<file path="src/rtl/gba_io_pkg.sv">
// Shared GBA IO definitions: interrupt register addresses, IRQ bit map and bus width encoding.
package gba_io_pkg;

    localparam logic [11:0] ADDR_IE  = 12'h200;
    localparam logic [11:0] ADDR_IF  = 12'h202;
    localparam logic [11:0] ADDR_IME = 12'h208;

    localparam int IRQ_VBLANK = 0;
    localparam int IRQ_HBLANK = 1;
    localparam int IRQ_VCOUNT = 2;
    localparam int IRQ_TIMER0 = 3;
    localparam int IRQ_KEYPAD = 12;

    localparam logic [13:0] IRQ_IMPL_MASK = 14'h107F;

    localparam logic [1:0] WIDTH_BYTE = 2'b00;
    localparam logic [1:0] WIDTH_HALF = 2'b01;
    localparam logic [1:0] WIDTH_WORD = 2'b10;

    // Byte-lane mask of an access before it is shifted to its address offset.
    function automatic logic [31:0] width_mask(input logic [1:0] width);
        if (width[1])                return 32'hFFFF_FFFF;
        else if (width == WIDTH_HALF) return 32'h0000_FFFF;
        else                         return 32'h0000_00FF;
    endfunction

endpackage

</file>
<file path="src/rtl/irq_controller_if.sv">
// IO bus shared by io_register and irq_controller; the CPU side is the master.
interface irq_controller_if;
    logic [23:0] addr;
    logic [31:0] data_in;
    logic [31:0] data_out;
    logic        read;
    logic        write;
    logic [1:0]  width;

    modport master (output addr, data_in, read, write, width, input data_out);
    modport slave  (input addr, data_in, read, write, width, output data_out);
endinterface

</file>
<file path="src/rtl/irq_edge_detect.sv">
// One-bit rising-edge detector; history flop clears on async reset.
module irq_edge_detect (
    input  logic clk_mem,
    input  logic rst_n,
    input  logic din,
    output logic rise
);
    logic prev;

    always_ff @(posedge clk_mem or negedge rst_n) begin
        if (!rst_n) prev <= 1'b0;
        else        prev <= din;
    end

    assign rise = din & ~prev;
endmodule

</file>
<file path="src/rtl/irq_controller.sv">
// GBA interrupt controller: IE/IF/IME registers and the registered irq line.
// Optional keypad interrupt source is compiled in with IRQ_KEYPAD_EN.
module irq_controller
    import gba_io_pkg::*;
#(
    parameter logic [7:0] VBLANK_LINE = 8'd160,
    parameter int         NUM_TIMERS  = 4
) (
    input  logic                  clk_mem,
    input  logic                  rst_n,
    irq_controller_if.slave       bus,
    input  logic [7:0]            vgac_v_addr,
    input  logic                  vgac_hblank,
    input  logic [15:0]           dispstat,
    input  logic [NUM_TIMERS-1:0] timer_ovf,
    input  logic [9:0]            key_data,
    input  logic [15:0]           keycnt,
    output logic                  irq
);
    logic [13:0] ie_r, if_r, if_set, if_clr;
    logic        ime_r;
    logic [7:0]  prev_vaddr;
    logic [4:0]  shift;
    logic [31:0] wmask, wdata, rd_word;
    logic        sel_ctl, sel_ime;
    logic        hblank_rise, vcount_rise, key_rise;

    assign shift   = {bus.addr[1:0], 3'b000};
    assign sel_ctl = (bus.addr[11:2] == ADDR_IE[11:2]);
    assign sel_ime = (bus.addr[11:2] == ADDR_IME[11:2]);
    assign wmask   = width_mask(bus.width) << shift;
    assign wdata   = (bus.data_in << shift) & wmask;

    always_comb begin
        rd_word = '0;
        if (sel_ctl)      rd_word = {2'b00, if_r, 2'b00, ie_r};
        else if (sel_ime) rd_word = {31'b0, ime_r};
    end
    assign bus.data_out = rd_word >> shift;

    irq_edge_detect u_hblank (.clk_mem(clk_mem), .rst_n(rst_n), .din(vgac_hblank), .rise(hblank_rise));
    irq_edge_detect u_vcount (.clk_mem(clk_mem), .rst_n(rst_n),
                              .din(vgac_v_addr == dispstat[15:8]), .rise(vcount_rise));

`ifdef IRQ_KEYPAD_EN
    logic [9:0] pressed;
    logic       key_cond;
    logic       unused_key;

    assign pressed  = ~key_data & keycnt[9:0];
    // AND mode needs a non-empty select, otherwise an idle pad would match.
    assign key_cond = keycnt[14] & (keycnt[15] ? ((pressed == keycnt[9:0]) && |keycnt[9:0])
                                               : |pressed);
    assign unused_key = ^keycnt[13:10];

    irq_edge_detect u_keypad (.clk_mem(clk_mem), .rst_n(rst_n), .din(key_cond), .rise(key_rise));
`else
    logic unused_key;
    assign key_rise   = 1'b0;
    assign unused_key = ^{key_data, keycnt};
`endif

    always_comb begin
        if_set = '0;
        if_set[IRQ_VBLANK] = (prev_vaddr != VBLANK_LINE) && (vgac_v_addr == VBLANK_LINE) && dispstat[3];
        if_set[IRQ_HBLANK] = hblank_rise & dispstat[4];
        if_set[IRQ_VCOUNT] = vcount_rise & dispstat[5];
        if_set[IRQ_TIMER0 +: NUM_TIMERS] = timer_ovf;
        if_set[IRQ_KEYPAD] = key_rise;
    end

    assign if_clr = (bus.write && sel_ctl) ? wdata[29:16] : '0;

    always_ff @(posedge clk_mem or negedge rst_n) begin
        if (!rst_n) begin
            ie_r       <= '0;
            if_r       <= '0;
            ime_r      <= 1'b0;
            irq        <= 1'b0;
            prev_vaddr <= VBLANK_LINE;
        end else begin
            if (bus.write && sel_ctl) ie_r  <= (ie_r & ~wmask[13:0]) | wdata[13:0];
            if (bus.write && sel_ime) ime_r <= (ime_r & ~wmask[0]) | wdata[0];
            // Set after clear so a same-cycle event survives a W1C write.
            if_r       <= ((if_r & ~if_clr) | if_set) & IRQ_IMPL_MASK;
            irq        <= ime_r & |(ie_r & if_r);
            prev_vaddr <= vgac_v_addr;
        end
    end

    logic unused_bus;
    assign unused_bus = ^{bus.read, bus.addr[23:12], wdata[31:30], wdata[15:14],
                          wmask[31:14], dispstat[7:6], dispstat[2:0], unused_key};
endmodule
</file>
<file path="src/flat_wrapper.sv">
// flat-port wrapper written by rule: the top's interface ports become plain ports
module irq_controller_flat import gba_io_pkg::*;
#(
    parameter logic [7:0] VBLANK_LINE = 8'd160,
    parameter int         NUM_TIMERS  = 4
)
  (clk_mem, rst_n, vgac_v_addr, vgac_hblank, dispstat, timer_ovf, key_data, keycnt, irq, bus_addr, bus_data_in, bus_read, bus_write, bus_width, bus_data_out);
  irq_controller_if bus_i ();
  input  logic clk_mem;
  input  logic rst_n;
  input  logic [7:0] vgac_v_addr;
  input  logic vgac_hblank;
  input  logic [15:0] dispstat;
  input  logic [NUM_TIMERS-1:0] timer_ovf;
  input  logic [9:0] key_data;
  input  logic [15:0] keycnt;
  output logic irq;
  input wire logic [$bits(bus_i.addr)-1:0] bus_addr;
  input wire logic [$bits(bus_i.data_in)-1:0] bus_data_in;
  input wire logic [$bits(bus_i.read)-1:0] bus_read;
  input wire logic [$bits(bus_i.write)-1:0] bus_write;
  input wire logic [$bits(bus_i.width)-1:0] bus_width;
  output wire logic [$bits(bus_i.data_out)-1:0] bus_data_out;
  assign bus_i.addr = bus_addr;
  assign bus_i.data_in = bus_data_in;
  assign bus_i.read = bus_read;
  assign bus_i.write = bus_write;
  assign bus_i.width = bus_width;
  assign bus_data_out = bus_i.data_out;
  irq_controller #(.VBLANK_LINE(VBLANK_LINE), .NUM_TIMERS(NUM_TIMERS)) u_core (.clk_mem(clk_mem), .rst_n(rst_n), .bus(bus_i), .vgac_v_addr(vgac_v_addr), .vgac_hblank(vgac_hblank), .dispstat(dispstat), .timer_ovf(timer_ovf), .key_data(key_data), .keycnt(keycnt), .irq(irq));
endmodule
</file>
<file path="config.mk">
export PLATFORM = sky130hd
export DESIGN_NAME = irq_controller_flat
export DESIGN_NICKNAME = d
export VERILOG_FILES = /design/src/rtl/gba_io_pkg.sv /design/src/rtl/irq_controller_if.sv /design/src/rtl/irq_edge_detect.sv /design/src/rtl/irq_controller.sv /design/src/flat_wrapper.sv
export SDC_FILE = /design/constraint.sdc
export NUM_CORES = 1
export LEC_CHECK = 0
export ABC_AREA = 1
export BUFFER_PORTS_ARGS = -buffer_cell sky130_fd_sc_hd__buf_2
export CAP_MARGIN = 20
export CORE_AREA = 2 2 81 83
export CTS_CLUSTER_SIZE = 16
export DETAILED_ROUTE_END_ITERATION = 10
export DIE_AREA = 0 0 83 85
export GPL_ROUTABILITY_DRIVEN = 0
export GPL_TIMING_DRIVEN = 0
export PLACE_DENSITY = 0.78
export SETUP_SLACK_MARGIN = 0.4
export SYNTH_ARGS = -nofsm -noshare
export SYNTH_HDL_FRONTEND = slang
export SYNTH_SLANG_ARGS = --single-unit
</file>
<file path="constraint.sdc">
create_clock -name clk_mem -period 1.49 [get_ports clk_mem]
set_input_delay 0.298 -clock clk_mem [delete_from_list [all_inputs] [get_ports clk_mem]]
set_output_delay 0.298 -clock clk_mem [all_outputs]
set_load 0.01 [all_outputs]
</file>
* Yosys cells after proc, flatten, opt, wreduce, memory -nomap -nowiden *
Cells that the tools add are included.

word-level totals
  register bits = 34
  bits in latches = 0
  logic and storage cells = 44
  bits in writable memories = 0
  memories = 0
  ROM bits = 0
  input port bits = 117
  output and inout port bits = 33

cells by class
  multipliers = 0
  add/sub/neg operators = 0
  reductions and logical operators = 5
  multiplexer cells = 5
  order comparisons = 0
  bitwise operators = 18
  eq/ne operators = 6
  div/mod/pow operators = 0
  shifts and indexed selects = 3

operators with widths
  operator                                                                count
  32-bit 2-to-1 mux                                                       2
  32-bit by 5-bit << shifter with 29-bit output                           2
  32-bit by 5-bit right shift with 32-bit output                          1
  29-bit AND                                                              1
  10-bit by 8-bit equality test with 1-bit output, second input constant  2
  16-bit 2-to-1 mux                                                       1
  14-bit by 13-bit AND with 14-bit output                                 1
  14-bit AND                                                              1
  14-bit inverter                                                         1
  14-bit OR                                                               1
  14-bit OR reduction                                                     1
  13-bit AND                                                              1
  13-bit 2-to-1 mux                                                       1
  13-bit inverter                                                         1
  13-bit by 7-bit OR with 13-bit output                                   1
  8-bit equality test                                                     1
  8-bit equality test, second input constant                              1
  8-bit != test, second input constant                                    1
  1-bit AND                                                               6
  1-bit logical AND                                                       4
  1-bit inverter                                                          3
  2-bit by 1-bit equality test with 1-bit output, second input constant   1
  1-bit 2-to-1 mux                                                        1
  1-bit OR                                                                1

* Longest topological paths before layout *
Gate-level depths: netlist of the first run.

  depth in word-level cells = 9
  mapped depth = 9
  gate-level depth less buffers = 8

* By module *
Synthesis of the first run repeated with hierarchy kept, for this count alone.

unflattened totals
  cells, all modules = 357
  area total of the unflattened synthesis = 2417.3 um2

by module, submodules not included
  module           area an instance (um2)  sequential area each (um2)  cells an instance  times used
  irq_controller   2347.3                  803.3                       351                1
  irq_edge_detect  35.0                    25.0                        3                  2

* Worst setup path after synthesis of the first run *
Ideal clock, no wire load.

  kind = input to output
  start point = in bus_addr[5]
  end point = out bus_data_out[6]
  cell stages on the path = 5
  setup slack = -0.117 ns
  buffers on the path = 0
  arrival time = 1.309 ns
  data required time = 1.192 ns
  cell sequence = nor2_1 -> nand2_1 -> nor3_4 -> nand2_1 -> o21ai_0

on the way
  longest elaborated chain between the ends = 3

RTL lines
  item                                             RTL line              RTL
  start: declaration                               flat_wrapper.sv:18    input wire logic [$bits(bus_i.addr)-1:0] bus_addr;
  10-bit by 8-bit equality test with 1-bit output  irq_controller.sv:29  assign sel_ctl = (bus.addr[11:2] == ADDR_IE[11:2]);
  32-bit 2-to-1 mux                                irq_controller.sv:36  if (sel_ctl) rd_word = {2'b00, if_r, 2'b00, ie_r};
  32-bit by 5-bit right shift with 32-bit output   irq_controller.sv:39  assign bus.data_out = rd_word >> shift;
  end: declaration                                 flat_wrapper.sv:23    output wire logic [$bits(bus_i.data_out)-1:0] bus_data_out;

No other way between the ends.

* Worst setup path after layout of the first run *
  start point = in bus_addr[3]
  end point = out bus_data_out[1]

The elaborated chain is that of the path after synthesis.

==> impl_metrics.csv, run 1 <==
group,metric,value,unit
timing,finalWorstSetupSlack,-224,ps
cells_and_area,n_antenna_cell,0,
synth,yosys.area.top_type,"dfrtp_1",
grt,busiest_layer,"met2",
place,hpwl,5280,µm
worst_hold_path,hp-class,"in2async",
cts,cts.sinks,34,
synth,ys.flop_type,"dfrtp_1",
synth,synth-seq-area-share,0.375,
power,finalPower,2.22,mW
timing,hold_ws,69.2,ps
cells_and_area,multiInputGateArea,1670,µm²
cells_and_area,fillers,494,
timing,setup-tns-final,-2580,ps
synth,synth_fa_ha_area_frac,0,
die,row_count,29,
die,fp.coreArea,6200,µm²
die,io_pins,150,
synth,ys_top_cells_by_area,"dfrtp_1, nand2_1, nor2_1",
synth,synth_xor_area_frac,0.0231,
timing,post-route-period-util,1.15,
synth,netlist_area,2270,µm²
critical_path,cp.arrival,1420,ps
die,die_h,85,µm
grt,grt_use_met1,0.252,
cells_and_area,regArea,853,µm²
grt,grt_overflow,0,
cells_and_area,stdcell_count,543,
cts,numCtsBuffers,5,
place,place_inst,506,
critical_path,worst_ep_required_time,1190,ps
cells_and_area,syn_to_final_growth,72.2,%
timing,skew,6.50,ps
cts,cts_tree,"done",
run,maxCapViolCount,0,
critical_path,cp-start-kind,"input port",
synth,synth_top_area_frac,0.352,
route,wl,9180,µm
power,powerDensity,566,nW/µm²
place,numPortBuffers,86,
timing,hold_violations,0,
power,leakagePower,1.95,nW
route,wl_per_cell,16.9,µm
synth,syn-instance-count,335,
route,antenna_left,0,
cts,htreeDepth,2,
cts,clockBufferDepth,2,
grt,antenna_found_initial,0,
route,drt_iter0_markers,212,
route,vias,2904,
cts,clkLatencyLatePin,290,ps
route,avgViaCountPerCell,5.35,
place,place_ws,-441,ps
route,drcViolationCount,0,
die,die_area,7060,µm²
timing,tightest_slew,755,ps
synth,muxShareOfSynthArea,0,
grt,grt_usage,0.220,
synth,synth-async-reset-ratio,1.00,
synth,synth_cell_types,31,
cts,clockRootBuffer,"clkbuf_8",
synth,synth_top_family_by_area,"simple AND/OR/NAND/NOR gates",
synth,synthTopCellsByCount,"nand2_1, nor2_1, dfrtp_1",
grt,grt_pass1_wl,12400,µm
timing,max_freq,583,MHz
run_status,status,"finished, violations left",
synth,synth-edff-count,0,
timing,rsz0062_at_grt,"yes",
timing,relSlewSlack,0.496,
timing,fin_crit,1710,ps
power,peakVddDrop,0.000556,V
grt,first_global_vias,2675,
grt,grt_max_degree,35,
synth,ys_ff_latch,34,
synth,yosysWarnings,0,
timing,setup_violations,23,
critical_path,crit_path_start,"bus_addr[3]",
grt,use_met3,0.0681,
cells_and_area,nNetsFinal,582,
route,drt_first_pass_iters,5,
die,initial_utilization,0.366,
critical_path,rr_startpoint,"u_core.if_r[2]$_DFF_PN0_",
critical_path,critPathCaptureType,"primary output",
cts,clkTransAtPathRegs,70,ps
critical_path,path_class,"in2out",
synth,synth_compound_area_frac,0.101,
die,die_w,83,µm
synth,syn_area_per_cell,6.79,µm²
critical_path,crit_fanout,5,
grt,grt.met2_usage,0.364,
run_status,violations,"setup timing",
synth,yosys.area_share.simple,0.385,
synth,synthMostInstantiatedCell,"nand2_1",
cells_and_area,drive_gt1_frac,0.532,
timing,drv_slew,0,
==> layout by cell type (no fill, tap or decap), types with 4 or more instances in the layout <==
cell type / n
buf_4: 25
a21oi_2: 4
nor3_4: 4
buf_2: 64
dfrtp_1: 32
o21ai_0: 10
nand2_2: 14
clkbuf_8: 6
nor2_2: 9
nand2_1: 80
nor2_1: 33
nand4_1: 5
conb_1: 9
o21ai_2: 16
xnor2_1: 6
buf_6: 34
o21ai_1: 4
nor2_4: 15
nand3_2: 13
nand2_4: 8
inv_2: 8
nand3_1: 9
nand3_4: 4
inv_1: 23
==> cell families (layout without fill, tap and decap cells) <==
group                     Yosys count  in the layout
AOI/OAI and AO/OA                  40             40
xor gates and xnor gates            6              6
buffers and inverters              52            174
DFF                                34             34
other                               1              9
and+or+nand+nor                   202            203
==> timing repair <==
action	4_1_cts	5_1_grt
pin swaps	10	25
resized for setup	59	79
gates cloned	3	1
hold buffers	0	0
setup buffers	15	10
setup endpoints to repair	45	48
==> final cells by class <==
class | instances | share of cell area
flip-flops and latches | 34 | 0.218
plain buffers | 17 | 0.0428
repair buffers | 114 | 0.223
inverters | 35 | 0.0400
well taps | 77 | 0.0246
multi-input cells | 258 | 0.427
clock inverters | 2 | 0.00320
clock buffers | 6 | 0.0211
==> routing by layer <==
metal  wire (µm)  part of all wire  up-vias
met5           0                 0        -
met4         596             0.065        0
met3         753             0.082       64
met2        4610              0.50      199
met1        3220              0.35     1327
li1            -                 -     1314
==> worst paths after layout <==
path	end	slack, ps	depth (start not counted)
hold / removal	u_core.irq$_DFF_PN0_	70	1
hold reg to reg	u_core.if_r[1]$_DFF_PN0_	500	2
min in group clk_mem	u_core.prev_vaddr[5]$_DFF_PN1_	130	1
setup reg to reg	u_core.irq$_DFF_PN0_	330	4
setup / recovery	bus_data_out[1]	-220	9
max in group asynchronous	u_core.prev_vaddr[4]$_DFF_PN0_	930	1
==> critical path: stages <==
cell	delay, ps
buf_2	120
nor2_4	110
inv_2	60
nor3_4	230
buf_6	170
buf_4	110
nand3_1	100
nand3_2	110
buf_6	100
==> per-stage QoR <==
stage / util / instance area [µm²]
global route: 0.631 / 3910
CTS: 0.564 / 3500
global placement: 0.487 / 3020
finish: 0.631 / 3910
detailed placement: 0.487 / 3020
floorplan: - / 2490
==> power breakdown <==
| group | internal [mW] | switching [mW] | leakage (nW) | total [mW] |
|---|---|---|---|---|
| Combinational | 0.216 | 0.309 | 1.49 | 0.525 |
| Sequential | 0.947 | 0.0170 | 0.414 | 0.964 |
| Clock | 0.371 | 0.356 | 0.0472 | 0.728 |
No activity file was read; power rests on OpenSTA's default activity.
==> inputs of run 2 (changes only) <==
- MAX_ROUTING_LAYER: default -> met4
==> run 2 against run 1 <==
  * The run still ends with setup timing left
  * Routed wire length fell by 3.7%
  * Utilization decreased by 0.73 points
  * Power shrank 0.75%
  * Non-clock buffer count unchanged
  * Flip-flop and latch count unchanged
  * Maximum frequency increased by 2.2%
  * Register-to-register slack barely moved
  * Critical path depth unchanged
  * Combinational power shrank 2%
  * First-iteration DRC count decreased by 4.2%
  * Sequential share of layout area increased by 0.25 points
==> impl_metrics.csv, run 2 (synthesis gave the netlist of run 1 again) <==
group,metric,value,unit
grt,first_global_vias,2688,
critical_path,crit_chain,"buf_6 -> nor2_4 -> nand2_4 -> nor3_4 -> buf_6 -> buf_6 -> nand3_2 -> o21ai_2 -> buf_2",
critical_path,regToRegEndpoint,"u_core.irq$_DFF_PN0_",
route,drcViolationCount,0,
critical_path,cp-start-kind,"input port",
critical_path,worst-path-stages,9,
timing,drv_slew,0,
route,met2_length,4440,µm
cts,cts.sinks,34,
power,finalPower,2.20,mW
critical_path,crit_path_start,"bus_addr[8]",
run_status,status,"finished, violations left",
critical_path,rr_startpoint,"u_core.if_r[5]$_DFF_PN0_",
place,hpwl,5280,µm
route,drt_iter0_markers,203,
die,die_w,83,µm
cts,clockRootBuffer,"clkbuf_8",
timing,max_freq,596,MHz
cts,htreeDepth,2,
critical_path,worstRegToRegCells,4,
timing,rsz0062_at_grt,"yes",
timing,relSlewSlack,0.498,
die,die_area,7060,µm²
grt,grt_max_degree,35,
route,drt_first_pass_iters,5,
power,peakVddDrop,0.000561,V
route,wl,8840,µm
worst_hold_path,hp-class,"in2async",
place,numPortBuffers,86,
timing,finalWorstSetupSlack,-188,ps
run_status,violations,"setup timing",
die,initial_utilization,0.366,
power,powerDensity,569,nW/µm²
cts,cts_tree,"done",
cts,clockBufferDepth,2,
timing,tightest_slew,753,ps
cells_and_area,n_antenna_cell,0,
critical_path,crit_family,"buffers and inverters",
cells_and_area,final_common_cell,"nand2_1",
grt,antenna_found_initial,0,
cts,clkTransAtPathRegs,70,ps
cells_and_area,nNetsFinal,582,
critical_path,crit_fanout,5,
timing,hold_violations,0,
route,vias,2857,
critical_path,worst_ep_required_time,1190,ps
die,die_h,85,µm
die,fp.coreArea,6200,µm²
cells_and_area,drive_gt1_frac,0.511,
critical_path,critPathBufInv,4,
grt,grt_usage,0.226,
grt,grt_overflow,0,
cells_and_area,stdcell_count,543,
route,routed-wl-met3,783,µm
critical_path,cpPeakStageDelay,220,ps
critical_path,cpMaxStageDelayCell,"nor3_4",
timing,fin_crit,1680,ps
timing,setup_violations,23,
cells_and_area,final_cell_mix,"nand2_1, buf_2, buf_6, nor2_1, dfrtp_1",
cells_and_area,fillers,506,
cts,postCtsHoldBufs,0,
run,maxCapViolCount,0,
critical_path,cpMostUsedCell,"buf_6",
die,io_pins,150,
cts,numCtsBuffers,5,
timing,skew,3.53,ps
power,leakagePower,1.95,nW
critical_path,critPathCaptureType,"primary output",
timing,hold_ws,73.6,ps
route,wl_met1,3060,µm
cts,clkLatencyLatePin,290,ps
route,avgViaCountPerCell,5.26,
critical_path,cp.arrival,1380,ps
route,antenna_left,0,
cells_and_area,syn_to_final_growth,70.2,%
route,topRoutingLayerUsed,"met4",
place,place_inst,506,
timing,post-route-period-util,1.13,
route,wl_per_cell,16.3,µm
critical_path,ff2ff_setup_slack,330,ps
grt,grt_pass1_wl,12300,µm
die,row_count,29,
critical_path,path_class,"in2out",
critical_path,worstSetupEndpoint,"bus_data_out[6]",
[run 2: metrics by stage]
step	worst slack (ps)	TNS, ps	instance area, µm²	utilization
global placement	-392	-6740	3020	0.487
global route	-256	-3610	3870	0.624
detailed placement	-441	-8280	3020	0.487
CTS	-163	-2360	3500	0.564
floorplan	-21.1	-83.8	2490	-
finish	-188	-2390	3870	0.624
[run 2: report_power, final]
part / internal, mW / switching (mW) / total (mW) / leakage, nW
Clock: 0.371 / 0.349 / 0.721 / 0.0472
Combinational: 0.217 / 0.299 / 0.515 / 1.49
Sequential: 0.947 / 0.0170 / 0.964 / 0.414
[run 2: worst min path at each step]
| stage | from | end | slack, ps | cells past startpoint |
|---|---|---|---|---|
| after floorplan | rst_n | async pin | 2 | 0 |
| after global placement | rst_n | async pin | 410 | 1 |
| after detailed placement | rst_n | async pin | 410 | 1 |
| after CTS | rst_n | async pin | 100 | 1 |
| after global routing | vgac_v_addr[0] | u_core.prev_vaddr[0]$_DFF_PN0_ | 120 | 1 |
| final | rst_n | async pin | 70 | 1 |
[run 2: cell type report]
class,instances,area [µm²],share of cell area
Multi-Input combinational cell,258,1630,0.421
Timing Repair Buffer,114,873,0.226
Sequential cell,34,853,0.221
Buffer,17,171,0.0443
Inverter,35,151,0.0391
Tap cell,77,96.3,0.0249
Clock buffer,6,82.6,0.0213
Clock inverter,2,12.5,0.00323
[run 2: layer usage]
| metal | vias to the layer above | track usage |
|---|---|---|
| li1 | 1308 | - |
| met1 | 1321 | 0.263 |
| met2 | 174 | 0.363 |
| met3 | 54 | 0.0525 |
| met4 | 0 | 0.127 |
| met5 | - | - |
[run 2: timing repair]
item                                    4_1_cts  5_1_grt
gates resized for setup                      59       68
cloned                                        3        1
buffers inserted                             15       10
pin swaps                                    10       19
endpoints found under the setup margin       45       48
